### config.mk
export PLATFORM = sky130hd
export DESIGN_NAME = serial_subtractor
export DESIGN_NICKNAME = d
export VERILOG_FILES = /design/src/rtl/arith_pkg.sv /design/src/rtl/full_subtractor.sv /design/src/rtl/serial_subtractor.sv
export SDC_FILE = /design/constraint.sdc
export NUM_CORES = 1
export LEC_CHECK = 0
export ABC_AREA = 1
export BUFFER_PORTS_ARGS = -buffer_cell sky130_fd_sc_hd__buf_2
export CELL_PAD_IN_SITES_DETAIL_PLACEMENT = 0
export CELL_PAD_IN_SITES_GLOBAL_PLACEMENT = 1
export CORE_UTILIZATION = 32
export DETAILED_ROUTE_END_ITERATION = 7
export GPL_ROUTABILITY_DRIVEN = 0
export HOLD_SLACK_MARGIN = 0.03
export PLACE_DENSITY_LB_ADDON = 0.1
export RECOVER_POWER = 50
export SYNTH_ARGS = -nofsm -noshare
export SYNTH_HDL_FRONTEND = slang
export SYNTH_SLANG_ARGS = --single-unit
### constraint.sdc
create_clock -name clk -period 4 [get_ports clk]
set_clock_uncertainty 0.15 [all_clocks]
set_input_delay 0.2 -clock clk [delete_from_list [all_inputs] [get_ports clk]]
set_output_delay 0.2 -clock clk [all_outputs]
set_load 0.01 [all_outputs]
### src/rtl/arith_pkg.sv
// ---------------------------------------------------------------------------
// arith_pkg
// Shared definitions for the sequential-arithmetic datapaths.
//   state_t       : control states of the bit-serial units (IDLE/SHIFT/DONE)
//   SUB_WIDTH_MAX : widest operand the serial subtractor is meant to handle
// No ports; imported with `import arith_pkg::*;`.
// ---------------------------------------------------------------------------
package arith_pkg;

   typedef enum logic [1:0] {
      IDLE  = 2'd0,
      SHIFT = 2'd1,
      DONE  = 2'd2
   } state_t;

   localparam int SUB_WIDTH_MAX = 32;

endpackage : arith_pkg

### src/rtl/full_subtractor.sv
// ---------------------------------------------------------------------------
// full_subtractor
// Combinational 1-bit full subtractor: computes a - b - bin.
//   a    in  : minuend bit
//   b    in  : subtrahend bit
//   bin  in  : borrow in
//   d    out : difference bit
//   bout out : borrow out
// ---------------------------------------------------------------------------
module full_subtractor (
   input  logic a,
   input  logic b,
   input  logic bin,
   output logic d,
   output logic bout
);

   assign d    = a ^ b ^ bin;
   // Borrow when b exceeds a, or when they are equal and a borrow ripples in.
   assign bout = (~a & b) | (~(a ^ b) & bin);

endmodule : full_subtractor

### src/rtl/serial_subtractor.sv
// ---------------------------------------------------------------------------
// serial_subtractor
// Bit-serial WIDTH-bit subtractor, diff = a - b (mod 2^WIDTH), LSB first,
// one bit per clock through a single full_subtractor cell and a borrow FF.
//   clk        in  : clock, rising edge
//   rst        in  : asynchronous active-high reset
//   start      in  : load a/b and begin; sampled only in IDLE or DONE
//   a, b       in  : operands [WIDTH-1:0], captured on the accepting edge
//   busy       out : high while shifting
//   done       out : one-cycle pulse, result valid
//   diff       out : result register [WIDTH-1:0]
//   borrow_out out : final borrow (a < b unsigned)
//   overflow   out : signed overflow flag
// Build option: define SERIAL_SUB_OVERFLOW_EN to compute overflow from the
// captured operand MSBs; otherwise overflow is tied low.
// ---------------------------------------------------------------------------
module serial_subtractor
   import arith_pkg::*;
#(
   parameter int WIDTH = 8
) (
   input  logic             clk,
   input  logic             rst,
   input  logic             start,
   input  logic [WIDTH-1:0] a,
   input  logic [WIDTH-1:0] b,
   output logic             busy,
   output logic             done,
   output logic [WIDTH-1:0] diff,
   output logic             borrow_out,
   output logic             overflow
);

   localparam int            CW       = $clog2(WIDTH);
   localparam logic [CW-1:0] CNT_LAST = CW'(WIDTH - 1);

   state_t           state_reg, state_next;
   logic [WIDTH-1:0] a_sr_reg, b_sr_reg;
   logic [WIDTH-1:0] a_sr_next, b_sr_next;
   // Only WIDTH-1 partial bits need storing: the final bit goes straight
   // from the cell into the result register on the last edge.
   logic [WIDTH-2:0] part_reg, part_next;
   logic [CW-1:0]    cnt_reg;
   logic             brw_reg, brw_next;
   logic             d_bit;
   logic [WIDTH-1:0] diff_reg;
   logic             borrow_reg;
   logic             load, shift_en, last;

   full_subtractor u_fs (
      .a    (a_sr_reg[0]),
      .b    (b_sr_reg[0]),
      .bin  (brw_reg),
      .d    (d_bit),
      .bout (brw_next)
   );

   // Right-shift networks; the new difference bit enters at the top.
   genvar gi;
   generate
      for (gi = 0; gi < WIDTH - 1; gi++) begin : g_op_shift
         assign a_sr_next[gi] = a_sr_reg[gi+1];
         assign b_sr_next[gi] = b_sr_reg[gi+1];
      end
      for (gi = 0; gi < WIDTH - 2; gi++) begin : g_part_shift
         assign part_next[gi] = part_reg[gi+1];
      end
   endgenerate
   assign a_sr_next[WIDTH-1] = 1'b0;
   assign b_sr_next[WIDTH-1] = 1'b0;
   assign part_next[WIDTH-2] = d_bit;

   // State register
   always_ff @(posedge clk or posedge rst) begin
      if (rst) state_reg <= IDLE;
      else     state_reg <= state_next;
   end

   // Next state and control
   always_comb begin
      state_next = state_reg;
      load       = 1'b0;
      shift_en   = 1'b0;
      busy       = 1'b0;
      done       = 1'b0;
      unique case (state_reg)
         IDLE: begin
            if (start) begin
               load       = 1'b1;
               state_next = SHIFT;
            end
         end
         SHIFT: begin
            busy     = 1'b1;
            shift_en = 1'b1;
            if (cnt_reg == CNT_LAST) state_next = DONE;
         end
         DONE: begin
            done = 1'b1;
            if (start) begin
               load       = 1'b1;
               state_next = SHIFT;
            end else begin
               state_next = IDLE;
            end
         end
         default: state_next = IDLE;
      endcase
   end

   assign last = shift_en && (cnt_reg == CNT_LAST);

   // Datapath
   always_ff @(posedge clk or posedge rst) begin
      if (rst) begin
         a_sr_reg   <= '0;
         b_sr_reg   <= '0;
         part_reg   <= '0;
         cnt_reg    <= '0;
         brw_reg    <= 1'b0;
         diff_reg   <= '0;
         borrow_reg <= 1'b0;
      end else if (load) begin
         a_sr_reg <= a;
         b_sr_reg <= b;
         cnt_reg  <= '0;
         brw_reg  <= 1'b0;
      end else if (shift_en) begin
         a_sr_reg <= a_sr_next;
         b_sr_reg <= b_sr_next;
         part_reg <= part_next;
         brw_reg  <= brw_next;
         if (last) begin
            diff_reg   <= {d_bit, part_reg};
            borrow_reg <= brw_next;
         end else begin
            cnt_reg <= cnt_reg + 1'b1;
         end
      end
   end

   assign diff       = diff_reg;
   assign borrow_out = borrow_reg;

`ifdef SERIAL_SUB_OVERFLOW_EN
   logic a_msb_reg, b_msb_reg, ov_reg;

   // Operand signs captured at load; d_bit on the last edge is the result MSB.
   always_ff @(posedge clk or posedge rst) begin
      if (rst) begin
         a_msb_reg <= 1'b0;
         b_msb_reg <= 1'b0;
         ov_reg    <= 1'b0;
      end else if (load) begin
         a_msb_reg <= a[WIDTH-1];
         b_msb_reg <= b[WIDTH-1];
      end else if (last) begin
         ov_reg <= (a_msb_reg ^ b_msb_reg) & (a_msb_reg ^ d_bit);
      end
   end

   assign overflow = ov_reg;
`else
   assign overflow = 1'b0;
`endif

endmodule : serial_subtractor

==> results.py <==
metrics = {
    "run_status": {
        "status": "finished clean",
    },
    "power": {
        "total_power_mw": 1.54,
        "clockPowerShare": 0.205,
        "p_int_mw": 0.948,
        "power_leakage_nw": 1.17,
        "seqPwrFrac": 0.428,
        "irDropWorstVdd_mv": 0.227,
        "switching_share": 0.386,
        "p_sw_mw": 0.595,
        "p_comb_frac": 0.366,
        "p_per_area_mw_per_mm2": 731,
    },
    "global_routing": {
        "grt_pass1_vias": 1294,
        "grt_pass1_wl_mm": 5.89,
        "grt_use_total": 0.142,
        "grt_overflow": 0,
        "grt_max_degree": 39,
        "antenna_found_initial": 0,
    },
    "timing": {
        "whs_ns": 0.0530,
        "final.setup.tns_ns": 0,
        "fin_crit_sh": 0.477,
        "fin_crit_ns": 1.91,
        "finalHoldViolations": 0,
        "maxSlewViolCount": 0,
        "rsz0062_at_grt": "false",
        "worst_slack_ns": 2.09,
        "clock.fmax_mhz": 525,
        "setup_viol": 0,
    },
    "worst_hold_path": {
        "hold_start": "a[6]",
        "holdPathEnd": "a_sr_reg[6]",
        "min_path_type": "primary input to flop",
        "holdPathStages": 5,
    },
    "logic_synthesis": {
        "yosysSeqAreaShare": 0.547,
        "yosysWarnings": 0,
        "syn_nets": 240,
        "synthTopCellsByArea": "dfrtp_1, nand2_1, inv_1, nand3_1, o21ai_0",
        "ys_ff_latch": 38,
        "postSynthCellCount": 218,
        "synth_top_area_cell": "dfrtp_1",
        "syn_area_mm2": 0.00174,
        "synth_top_area_frac": 0.547,
        "syn_area_per_cell_um2": 7.98,
        "yosysUniqueCellTypes": 17,
    },
    "clock_tree": {
        "clock_path_buffers": 2,
        "clock-sinks": 38,
        "postCtsSetupBuffers": 0,
        "cts_tree": "yes",
        "cts-buffers-inserted": 5,
        "cts_hold_buf": 8,
        "path_clk_slew_ns": 0.07,
        "clkLatencyLatePin_ns": 0.29,
        "cts_root_buf": "clkbuf_8",
        "post_cts_resized": 0,
        "htreeDepth": 2,
    },
    "floorplanning": {
        "die_w_um": 75.7,
        "die_h_um": 75.7,
        "coreArea_mm2": 0.00517,
        "die-area_mm2": 0.00573,
        "rows": 26,
        "io_pins": 31,
        "initial_utilization": 0.336,
    },
    "setup_path": {
        "reg2regPathDepth": 5,
        "worstPathCellList": "nand2_1 > nand2_2 > inv_2 > nand2_1 > nand2_1",
        "critPathMostFrequentCell": "nand2_1",
        "critPathRequiredTime_ns": 4.03,
        "reg2reg_from": "state_reg[0]",
        "cpPeakStageDelay_ns": 0.62,
        "reg2reg_slack_ns": 2.09,
        "r2r_end": "a_sr_reg[1]",
        "startpoint_type": "flop",
        "end_kind": "flop",
        "crit_type": "flop to flop",
        "critPathMaxFanout": 16,
        "slowest_stage": "dfrtp_1",
        "critical_path_arrival_ns": 1.94,
    },
    "drt": {
        "vias": 1350,
        "wl_per_cell_um": 10.9,
        "postRouteAntennaNets": 0,
        "dr.pass1.iters": 4,
        "drtIter0Drc": 55,
        "drc": 0,
        "via_per_inst": 4.14,
        "routed_wl_mm": 3.54,
    },
    "place": {
        "portBuffers": 29,
        "pre_cts_ws_ns": 2.08,
        "post-dp-hpwl_mm": 2.38,
        "dpl_cell_area_mm2": 0.00194,
        "dp.cells": 310,
    },
    "final_layout": {
        "postLayoutCoreUtil": 0.408,
        "synthToLayoutAreaGrowth_pct": 21.4,
        "stdcell_count": 326,
        "drive_above_1_share": 0.141,
        "final_area_mm2": 0.00211,
        "fillCellCount": 559,
        "insertedDiodeCount": 0,
        "final_nets": 277,
    },
    "job": {
        "maxCapViolations": 0,
    },
}
layout make-up:
cell class                 instances  area [um2]  share of cell area
clock buffer                       7        76.3              0.0362
clock inverter                     1        30.0              0.0142
inverter                          38         143              0.0676
multi-input combinational        134         602               0.285
sequential                        38         951               0.451
tap                               70        87.6              0.0415
timing repair buffer              38         221               0.105
power groups by stage:
stage	sequential, mW	clock [mW]	combinational [mW]
global route	0.684	0.344	0.679
global placement	0.667	0	0.579
CTS	0.661	0.328	0.596
finish	0.661	0.317	0.565
detailed placement	0.664	0	0.589
floorplan	0.657	0	0.427
cell usage in the layout, fill, tap and decap left out, types with 3 or more instances in the layout:
cell type      synthesis  final
clkbuf_1               1     11
buf_2                  5     20
nand2_1               83     83
clkbuf_8               0      5
o21ai_0                8      8
inv_2                  3      3
dfrtp_1               38     38
dlygate4sd3_1          0      8
inv_1                 35     35
o21ai_1                8      8
nand3_1               24     24
nand2_2                3      3
worst max-delay path by stage:
stage,startpoint,to,slack (ns)
4_1_cts,state_reg[0],a_sr_reg[5],2.05
5_1_grt,state_reg[0],a_sr_reg[3],1.90
3_5_place_dp,state_reg[0],a_sr_reg[5],2.08
6_report,state_reg[0],a_sr_reg[1],2.09
2_1_floorplan,cnt_reg[0],diff[5],2.58
3_3_place_gp,state_reg[0],a_sr_reg[0],2.13
critical path, delay by kind of cell, from the launching register on:
family	cells	cell delay, ns
buffers and inverters	1	0.17
and+or+nand+nor	4	0.85
DFF	1	0.62
cells by family after synthesis:
family	Yosys count	share of synthesized area
flip-flops	38	0.547
AO/OA/AOI/OAI	16	0.0460
adder cells (fa/ha/maj)	3	0.0259
AND/OR/NAND/NOR	114	0.272
other	1	0.00216
buffers and inverters	46	0.107
layer usage:
metal | global-route usage | up-vias | wire length (um)
li1 | - | 726 | -
met1 | 0.193 | 599 | 1850
met2 | 0.210 | 20 | 1520
met3 | 0.0516 | 5 | 127
met4 | 0.0494 | 0 | 42
met5 | 0 | - | 0
synth_stat cells, drive strengths merged:
| library cell | n |
|---|---|
| inv | 38 |
| nor2 | 3 |
| fa | 1 |
| dfrtp | 38 |
| or2 | 1 |
| nand3 | 24 |
| o21ai | 16 |
| ha | 2 |
| nand2 | 86 |
| buf | 7 |
| clkbuf | 1 |
| conb | 1 |
(Power assumes the default switching activity.)
